File: src/rtl/debug_ram_reader_if.sv
// Output stream of the debug RAM readout engine: valid/ready beats with a last marker.
interface debug_ram_reader_if #(
    parameter int WIDTH = 32
);
    logic [WIDTH-1:0] m_data;
    logic             m_valid;
    logic             m_ready;
    logic             m_last;

    modport master (output m_data, output m_valid, output m_last, input m_ready);
    modport slave  (input m_data, input m_valid, input m_last, output m_ready);
endinterface

File: src/rtl/debug_ram_reader.sv
// Streams a run of consecutive words (wrapping modulo DEPTH) out of a single-port RAM
// through a 2-entry output FIFO, with one read in flight at most beyond the FIFO space.
module debug_ram_reader #(
    parameter  int WIDTH  = 32,
    parameter  int DEPTH  = 1024,
    localparam int AWIDTH = $clog2(DEPTH)
) (
    input  logic                     clk,
    input  logic                     resetn,
    input  logic                     start,
    input  logic [AWIDTH-1:0]        start_addr,
    input  logic [AWIDTH:0]          length,
    input  logic                     abort,
    output logic                     busy,
    output logic                     done,
    output logic [AWIDTH-1:0]        ram_addr,
    output logic                     ram_we,
    input  logic [WIDTH-1:0]         ram_dat_out,
    debug_ram_reader_if.master       m_if
);

    typedef enum logic [1:0] {
        IDLE  = 2'd0,
        READ  = 2'd1,
        DRAIN = 2'd2
    } state_e;

    localparam logic [AWIDTH:0]   DEPTH_W   = (AWIDTH+1)'(DEPTH);
    localparam logic [AWIDTH:0]   REM_ONE   = (AWIDTH+1)'(1);
    localparam logic [AWIDTH:0]   LEN_ZERO  = {(AWIDTH+1){1'b0}};
    localparam logic [AWIDTH-1:0] LAST_ADDR = AWIDTH'(DEPTH - 1);
    localparam logic [AWIDTH-1:0] ADDR_ONE  = AWIDTH'(1);
    localparam logic [AWIDTH-1:0] ADDR_ZERO = {AWIDTH{1'b0}};

    state_e            state_q, state_d;
    logic [AWIDTH-1:0] addr_q, addr_d;
    logic [AWIDTH:0]   remaining_q, remaining_d;
    logic              inflight_q, inflight_d;
    logic              inflight_last_q, inflight_last_d;
    logic              head_vld_q, head_vld_d;
    logic              head_last_q, head_last_d;
    logic [WIDTH-1:0]  head_data_q, head_data_d;
    logic              tail_vld_q, tail_vld_d;
    logic              tail_last_q, tail_last_d;
    logic [WIDTH-1:0]  tail_data_q, tail_data_d;
    logic              busy_q, busy_d;
    logic              done_q, done_d;

    logic              pop_s;
    logic              push_s;
    logic              start_ok_s;
    logic              abort_ok_s;
    logic              issue_s;
    logic              last_issue_s;
    logic [1:0]        occ_s;
    logic [1:0]        limit_s;
    logic [AWIDTH:0]   len_clamped_s;
    logic [AWIDTH-1:0] addr_next_s;

    assign pop_s         = head_vld_q & m_if.m_ready;
    assign push_s        = inflight_q;
    assign start_ok_s    = (state_q == IDLE) && start && (length != LEN_ZERO);
    assign abort_ok_s    = abort && (state_q != IDLE);
    assign len_clamped_s = (length > DEPTH_W) ? DEPTH_W : length;
    assign addr_next_s   = (addr_q == LAST_ADDR) ? ADDR_ZERO : (addr_q + ADDR_ONE);
    assign last_issue_s  = (remaining_q == REM_ONE);

    // A read may issue only if its word is guaranteed a FIFO slot when it returns.
    assign occ_s   = {1'b0, head_vld_q} + {1'b0, tail_vld_q} + {1'b0, inflight_q};
    assign limit_s = 2'd1 + {1'b0, pop_s};
    assign issue_s = (state_q == READ) && !abort && (occ_s <= limit_s);

    // State register.
    always_ff @(posedge clk) begin
        if (!resetn) begin
            state_q <= IDLE;
        end else begin
            state_q <= state_d;
        end
    end

    // Next-state logic; abort takes priority over the final handshake.
    always_comb begin
        state_d = state_q;
        case (state_q)
            IDLE: begin
                if (start_ok_s) state_d = READ;
                else            state_d = IDLE;
            end
            READ: begin
                if (abort)                         state_d = IDLE;
                else if (issue_s && last_issue_s)  state_d = DRAIN;
                else                               state_d = READ;
            end
            DRAIN: begin
                if (abort)                         state_d = IDLE;
                else if (pop_s && head_last_q)     state_d = IDLE;
                else                               state_d = DRAIN;
            end
            default: state_d = IDLE;
        endcase
    end

    // Address/count, output FIFO and status outputs.
    always_comb begin
        addr_d          = addr_q;
        remaining_d     = remaining_q;
        inflight_d      = 1'b0;
        inflight_last_d = 1'b0;
        head_vld_d      = head_vld_q;
        head_last_d     = head_last_q;
        head_data_d     = head_data_q;
        tail_vld_d      = tail_vld_q;
        tail_last_d     = tail_last_q;
        tail_data_d     = tail_data_q;
        done_d          = 1'b0;

        if (start_ok_s) begin
            addr_d      = start_addr;
            remaining_d = len_clamped_s;
        end else if (issue_s) begin
            remaining_d     = remaining_q - REM_ONE;
            // Hold the final address so ram_addr only ever shows issued addresses.
            addr_d          = last_issue_s ? addr_q : addr_next_s;
            inflight_d      = 1'b1;
            inflight_last_d = last_issue_s;
        end else begin
            addr_d      = addr_q;
            remaining_d = remaining_q;
        end

        case ({head_vld_q, tail_vld_q})
            2'b00: begin
                if (push_s) begin
                    head_vld_d  = 1'b1;
                    head_data_d = ram_dat_out;
                    head_last_d = inflight_last_q;
                end else begin
                    head_vld_d  = 1'b0;
                end
            end
            2'b10: begin
                if (push_s && pop_s) begin
                    head_data_d = ram_dat_out;
                    head_last_d = inflight_last_q;
                end else if (push_s) begin
                    tail_vld_d  = 1'b1;
                    tail_data_d = ram_dat_out;
                    tail_last_d = inflight_last_q;
                end else if (pop_s) begin
                    head_vld_d  = 1'b0;
                    head_last_d = 1'b0;
                end else begin
                    head_vld_d  = 1'b1;
                end
            end
            2'b11: begin
                if (pop_s) begin
                    head_data_d = tail_data_q;
                    head_last_d = tail_last_q;
                    if (push_s) begin
                        tail_data_d = ram_dat_out;
                        tail_last_d = inflight_last_q;
                    end else begin
                        tail_vld_d  = 1'b0;
                        tail_last_d = 1'b0;
                    end
                end else begin
                    tail_vld_d = 1'b1;
                end
            end
            default: begin
                head_vld_d  = 1'b0;
                head_last_d = 1'b0;
                tail_vld_d  = 1'b0;
                tail_last_d = 1'b0;
            end
        endcase

        if (abort_ok_s) begin
            head_vld_d      = 1'b0;
            head_last_d     = 1'b0;
            tail_vld_d      = 1'b0;
            tail_last_d     = 1'b0;
            inflight_d      = 1'b0;
            inflight_last_d = 1'b0;
            done_d          = 1'b0;
        end else begin
            done_d = pop_s && head_last_q && (state_q != IDLE);
        end

        busy_d = (state_d != IDLE);
    end

    // Datapath and status registers.
    always_ff @(posedge clk) begin
        if (!resetn) begin
            addr_q          <= ADDR_ZERO;
            remaining_q     <= LEN_ZERO;
            inflight_q      <= 1'b0;
            inflight_last_q <= 1'b0;
            head_vld_q      <= 1'b0;
            head_last_q     <= 1'b0;
            head_data_q     <= {WIDTH{1'b0}};
            tail_vld_q      <= 1'b0;
            tail_last_q     <= 1'b0;
            tail_data_q     <= {WIDTH{1'b0}};
            busy_q          <= 1'b0;
            done_q          <= 1'b0;
        end else begin
            addr_q          <= addr_d;
            remaining_q     <= remaining_d;
            inflight_q      <= inflight_d;
            inflight_last_q <= inflight_last_d;
            head_vld_q      <= head_vld_d;
            head_last_q     <= head_last_d;
            head_data_q     <= head_data_d;
            tail_vld_q      <= tail_vld_d;
            tail_last_q     <= tail_last_d;
            tail_data_q     <= tail_data_d;
            busy_q          <= busy_d;
            done_q          <= done_d;
        end
    end

    assign ram_addr       = addr_q;
    assign ram_we         = 1'b0;
    assign busy           = busy_q;
    assign done           = done_q;
    assign m_if.m_data    = head_data_q;
    assign m_if.m_valid   = head_vld_q;
    assign m_if.m_last    = head_last_q;

endmodule

File: src/flat_wrapper.sv
// flat-port wrapper written by rule: the top's interface ports become plain ports
module debug_ram_reader_flat 
#(
    parameter  int WIDTH  = 32,
    parameter  int DEPTH  = 1024,
    localparam int AWIDTH = $clog2(DEPTH)
)
  (clk, resetn, start, start_addr, length, abort, busy, done, ram_addr, ram_we, ram_dat_out, m_if_m_data, m_if_m_valid, m_if_m_last, m_if_m_ready);
  debug_ram_reader_if #(.WIDTH(WIDTH)) m_if_i ();
  input  logic clk;
  input  logic resetn;
  input  logic start;
  input  logic [AWIDTH-1:0] start_addr;
  input  logic [AWIDTH:0] length;
  input  logic abort;
  output logic busy;
  output logic done;
  output logic [AWIDTH-1:0] ram_addr;
  output logic ram_we;
  input  logic [WIDTH-1:0] ram_dat_out;
  output wire logic [$bits(m_if_i.m_data)-1:0] m_if_m_data;
  output wire logic [$bits(m_if_i.m_valid)-1:0] m_if_m_valid;
  output wire logic [$bits(m_if_i.m_last)-1:0] m_if_m_last;
  input wire logic [$bits(m_if_i.m_ready)-1:0] m_if_m_ready;
  assign m_if_m_data = m_if_i.m_data;
  assign m_if_m_valid = m_if_i.m_valid;
  assign m_if_m_last = m_if_i.m_last;
  assign m_if_i.m_ready = m_if_m_ready;
  debug_ram_reader #(.WIDTH(WIDTH), .DEPTH(DEPTH)) u_core (.clk(clk), .resetn(resetn), .start(start), .start_addr(start_addr), .length(length), .abort(abort), .busy(busy), .done(done), .ram_addr(ram_addr), .ram_we(ram_we), .ram_dat_out(ram_dat_out), .m_if(m_if_i));
endmodule
File: config.mk
export PLATFORM = sky130hd
export DESIGN_NAME = debug_ram_reader_flat
export DESIGN_NICKNAME = d
export VERILOG_FILES = /design/src/rtl/debug_ram_reader_if.sv /design/src/rtl/debug_ram_reader.sv /design/src/flat_wrapper.sv
export SDC_FILE = /design/constraint.sdc
export NUM_CORES = 1
export LEC_CHECK = 0
export CAP_MARGIN = 20
export CORE_ASPECT_RATIO = 0.6
export CORE_UTILIZATION = 30
export CTS_CLUSTER_DIAMETER = 80
export DETAILED_ROUTE_END_ITERATION = 7
export SLEW_MARGIN = 0
export SYNTH_ARGS = -nofsm -noshare
export SYNTH_HDL_FRONTEND = slang
export SYNTH_SLANG_ARGS = --single-unit
File: constraint.sdc
create_clock -name clk -period 2.96 [get_ports clk]
set_clock_uncertainty 0.1 [all_clocks]
set_input_delay 0.592 -clock clk [delete_from_list [all_inputs] [get_ports clk]]
set_output_delay 0.592 -clock clk [all_outputs]
set_load 0.1 [all_outputs]
==> results.md <==
* Synth Warn # at 0
* Post-synthesis simple-gate area fraction at 0.266
* Post-CTS sizing at 0
* Setup ws final at 0.339 ns
* Netlist cell types at 61
* Netlist Area Pre-Place at 0.00444 mm^2
* Avg Cell Area, Syn at 7.95 um^2
* LEAKAGE at 2.10 nW
* Most instantiated library cell after synthesis: nand2_1
* Total power at 3.13 mW
* Worst r2r src: u_core.inflight_q
* CTS Buffer Depth at 2
* Inserted Clock Buffers at 9
* Start point of the critical path: m_if_m_ready
* Status: finished clean
* Post-CTS Hold Buffers at 0
* Synth Instances at 559
* Final setup viols at 0
* Worst Path Max Fanout at 8
* Synth Net Count at 624
* Crit-path cells: clkdlybuf4s50_1 -> nand2_1 -> ha_1 -> nor2b_1 -> o21a_1 -> nor2_2 -> and3_1 -> a2111oi_2
* CTS root buf: clkbuf_16
* Clock latency on the worst-skew pair at 0.34 ns
* Crit end category: register
* Vias in the first global route at 3,923
* Antenna Cells at 0
* CTS sink count at 95
* Met2 global-route usage at 0.251
* Cell taking the most area after synthesis: dfxtp_1
* Post-synthesis sequential area ratio at 0.428
* Synth Area in XOR/XNOR at 0.00394
* CP Class: in -> reg
* Adder-cell share of the synthesized area at 0.0214
* Reg clk slew, reported paths at 0.07 ns
* Post-synth EDFFs at 0
* Largest net degree at the start of global routing at 57
* Total congestion overflow at 0
* Setup crit end: u_core.remaining_q[7]
* # H-tree levels at 3
* Primary FF master, synth: dfxtp_1
* Post-CTS Setup Inserts at 0
* Vias per cell at 5.14
* Rel. slew slack at 0.649
* RSZ-0062 raised after global routing: false
* Finished Core Util at 0.409
* Remaining DRCs at 0
* GR Util met1 at 0.235
* Buffers on Ports at 103
* Final Wtd Congestion at 0.871
* First-pass GRT wire length at 20,200 um
* Slowest stage cell, crit path: clkdlybuf4s50_1
* Tcrit/Tclk final at 0.885
* WP data arrival at 2.75 ns
* All-layer global routing usage at 0.166
* Slowest Stage Delay on Critical Path at 0.50 ns
* Dpl cell area at 0.00562 mm^2
* Required @ worst endpoint at 3.09 ns
* DP Wirelength at 8930 um
* Worst slack at placement at -0.00447 ns
* Min-delay worst type: reg -> reg
* Layout cells sized above 1 at 0.157
* Setup TNS at 0 ns
* Met3 GRT Util at 0.0418
* Worst setup SP type: input pin
* Nets at 716
* Core area at 0.0145 mm^2
* R2r worst-path depth at 8
* Max Clock Freq at 382 MHz
* Initial antenna violation count at 0
* Top post-synthesis cells by count: 120 x nand2_1, 95 x dfxtp_1, 52 x a21oi_1, 52 x nor2_1, 46 x nand3_1
* Routed Antenna Nets at 0
* Synth Register Bits at 95
* Reg-to-reg endpoint: u_core.remaining_q[7]
* Die area at 0.0153 mm^2
* Site row count at 34
* Ranking of synthesized cells by area: dfxtp_1 43%, nand2_1 10%, a311oi_1 6.3%, a21oi_1 5.9%, nand3_1 5.2%
* WL final at 12,700 um
* Starting Density at 0.307
* PwrDens at 529 mW/mm^2
* Post-synth ARST share at 0
* Main combinational cell family by area after synthesis: simple AND/OR/NAND/NOR gates
* Area growth syn-to-layout at 33.2%
* Die Y at 96.3 um
* Peak VDD IR at 0.277 mV
* Top-area cell type share of the netlist area at 0.428
* Period minus WS final at 2.62 ns
* Top Ports at 105
* Starting DRC count in detailed routing at 272
* Via count at 4,386
* TritonCTS clock tree: built
* Mux cell area share after synthesis at 0.00676
* Flop2flop setup slack at 0.36 ns
* Final instance area at 0.00591 mm^2
* Chip width at 159 um
* GRT Max-Usage Layer: met2
* Worst-Margin Slew at 0.526 ns
* Complex-gate fraction of the synthesized area at 0.226
* Final Hold Vio Count at 0
* WL per Instance at 14.8 um
* Slew Limit Fails at 0
* Drt first pass iters at 6
* Max-Cap Viols at 0
## cell usage in the layout, fill, tap and decap left out, types with 3 or more instances in the layout
| master | Yosys | routed |
|---|---|---|
| a311oi_1 | 32 | 32 |
| o31ai_1 | 3 | 3 |
| clkdlybuf4s50_1 | 0 | 57 |
| inv_1 | 9 | 9 |
| a22oi_1 | 4 | 4 |
| o21ai_0 | 5 | 5 |
| nand3_1 | 46 | 46 |
| o21ai_1 | 7 | 6 |
| nor2_1 | 52 | 52 |
| o21ai_2 | 2 | 3 |
| buf_4 | 1 | 62 |
| nand2_1 | 120 | 120 |
| o21a_1 | 3 | 3 |
| nor3_1 | 10 | 10 |
| a211oi_1 | 3 | 3 |
| ha_1 | 6 | 6 |
| a31oi_1 | 5 | 5 |
| a21oi_1 | 52 | 52 |
| a2111oi_2 | 5 | 5 |
| clkbuf_16 | 0 | 9 |
| a32oi_1 | 3 | 3 |
| and3_1 | 3 | 3 |
| mux2i_1 | 3 | 3 |
| nor4_1 | 5 | 5 |
| nand4_1 | 3 | 3 |
| dfxtp_1 | 95 | 93 |
## state kept, by name, summed over array words and instances, names as in the netlist, 2 cells and up
signal              flops
u_core.m_if.m_data     32
u_core.tail_data_q     32
u_core.remaining_q     11
u_core.ram_addr        10
u_core.state_q          2
## critical path, delay by kind of cell
family                     cells  cell delay [ns]
buffers and inverters          1             0.50
and+or+nand+nor                4             0.66
adders and majority gates      1             0.30
AOI/OAI and AO/OA              2             0.69
## per-layer routing
metal	part of all wire	vias to the layer above	wire length (um)
met4	0.0085	0	108
met1	0.50	2028	6310
met3	0.067	10	850
met5	0	-	0
li1	-	2189	-
met2	0.43	159	5400
## how the worst min path moves through the flow
stage                                 from                     end  cells after the start
detailed placement  u_core.tail_data_q[20]  u_core.tail_data_q[20]                      2
finish               u_core.tail_data_q[1]   u_core.tail_data_q[1]                      2
CTS                 u_core.tail_data_q[30]  u_core.tail_data_q[30]                      2
global placement    u_core.tail_data_q[20]  u_core.tail_data_q[20]                      2
floorplan            u_core.tail_data_q[0]   u_core.tail_data_q[0]                      2
global route         u_core.tail_data_q[9]   u_core.tail_data_q[9]                      2
## through the flow
step	cells	hold slack [ns]
2_1_floorplan	559	0.337
3_3_place_gp	838	0.342
3_5_place_dp	838	0.346
4_1_cts	854	0.356
5_1_grt	854	0.375
6_report	854	0.355
## area by class of cell
| type | instances | area [um^2] |
|---|---|---|
| Sequential cell | 95 | 1910 |
| Clock buffer | 9 | 225 |
| Timing Repair Buffer | 121 | 1080 |
| Inverter | 12 | 45.0 |
| Multi-Input combinational cell | 412 | 2340 |
| Fill cell | 1461 | 8550 |
| Tap cell | 198 | 248 |
| Clock inverter | 7 | 72.6 |
## cell families after synthesis
group,after synthesis
AND/OR/NAND/NOR,259
AO/OA/AOI/OAI,140
flip-flops,95
buffers and inverters,52
adder cells (fa/ha/maj),7
multiplexers,3
XOR/XNOR,2
other,1
## report_power, final
group	internal [mW]	switching, mW	leakage, nW
Combinational	0.207	0.407	1.19
Clock	0.597	0.553	0.143
Sequential	1.32	0.0457	0.773
No activity file was read; power rests on OpenSTA's default activity.
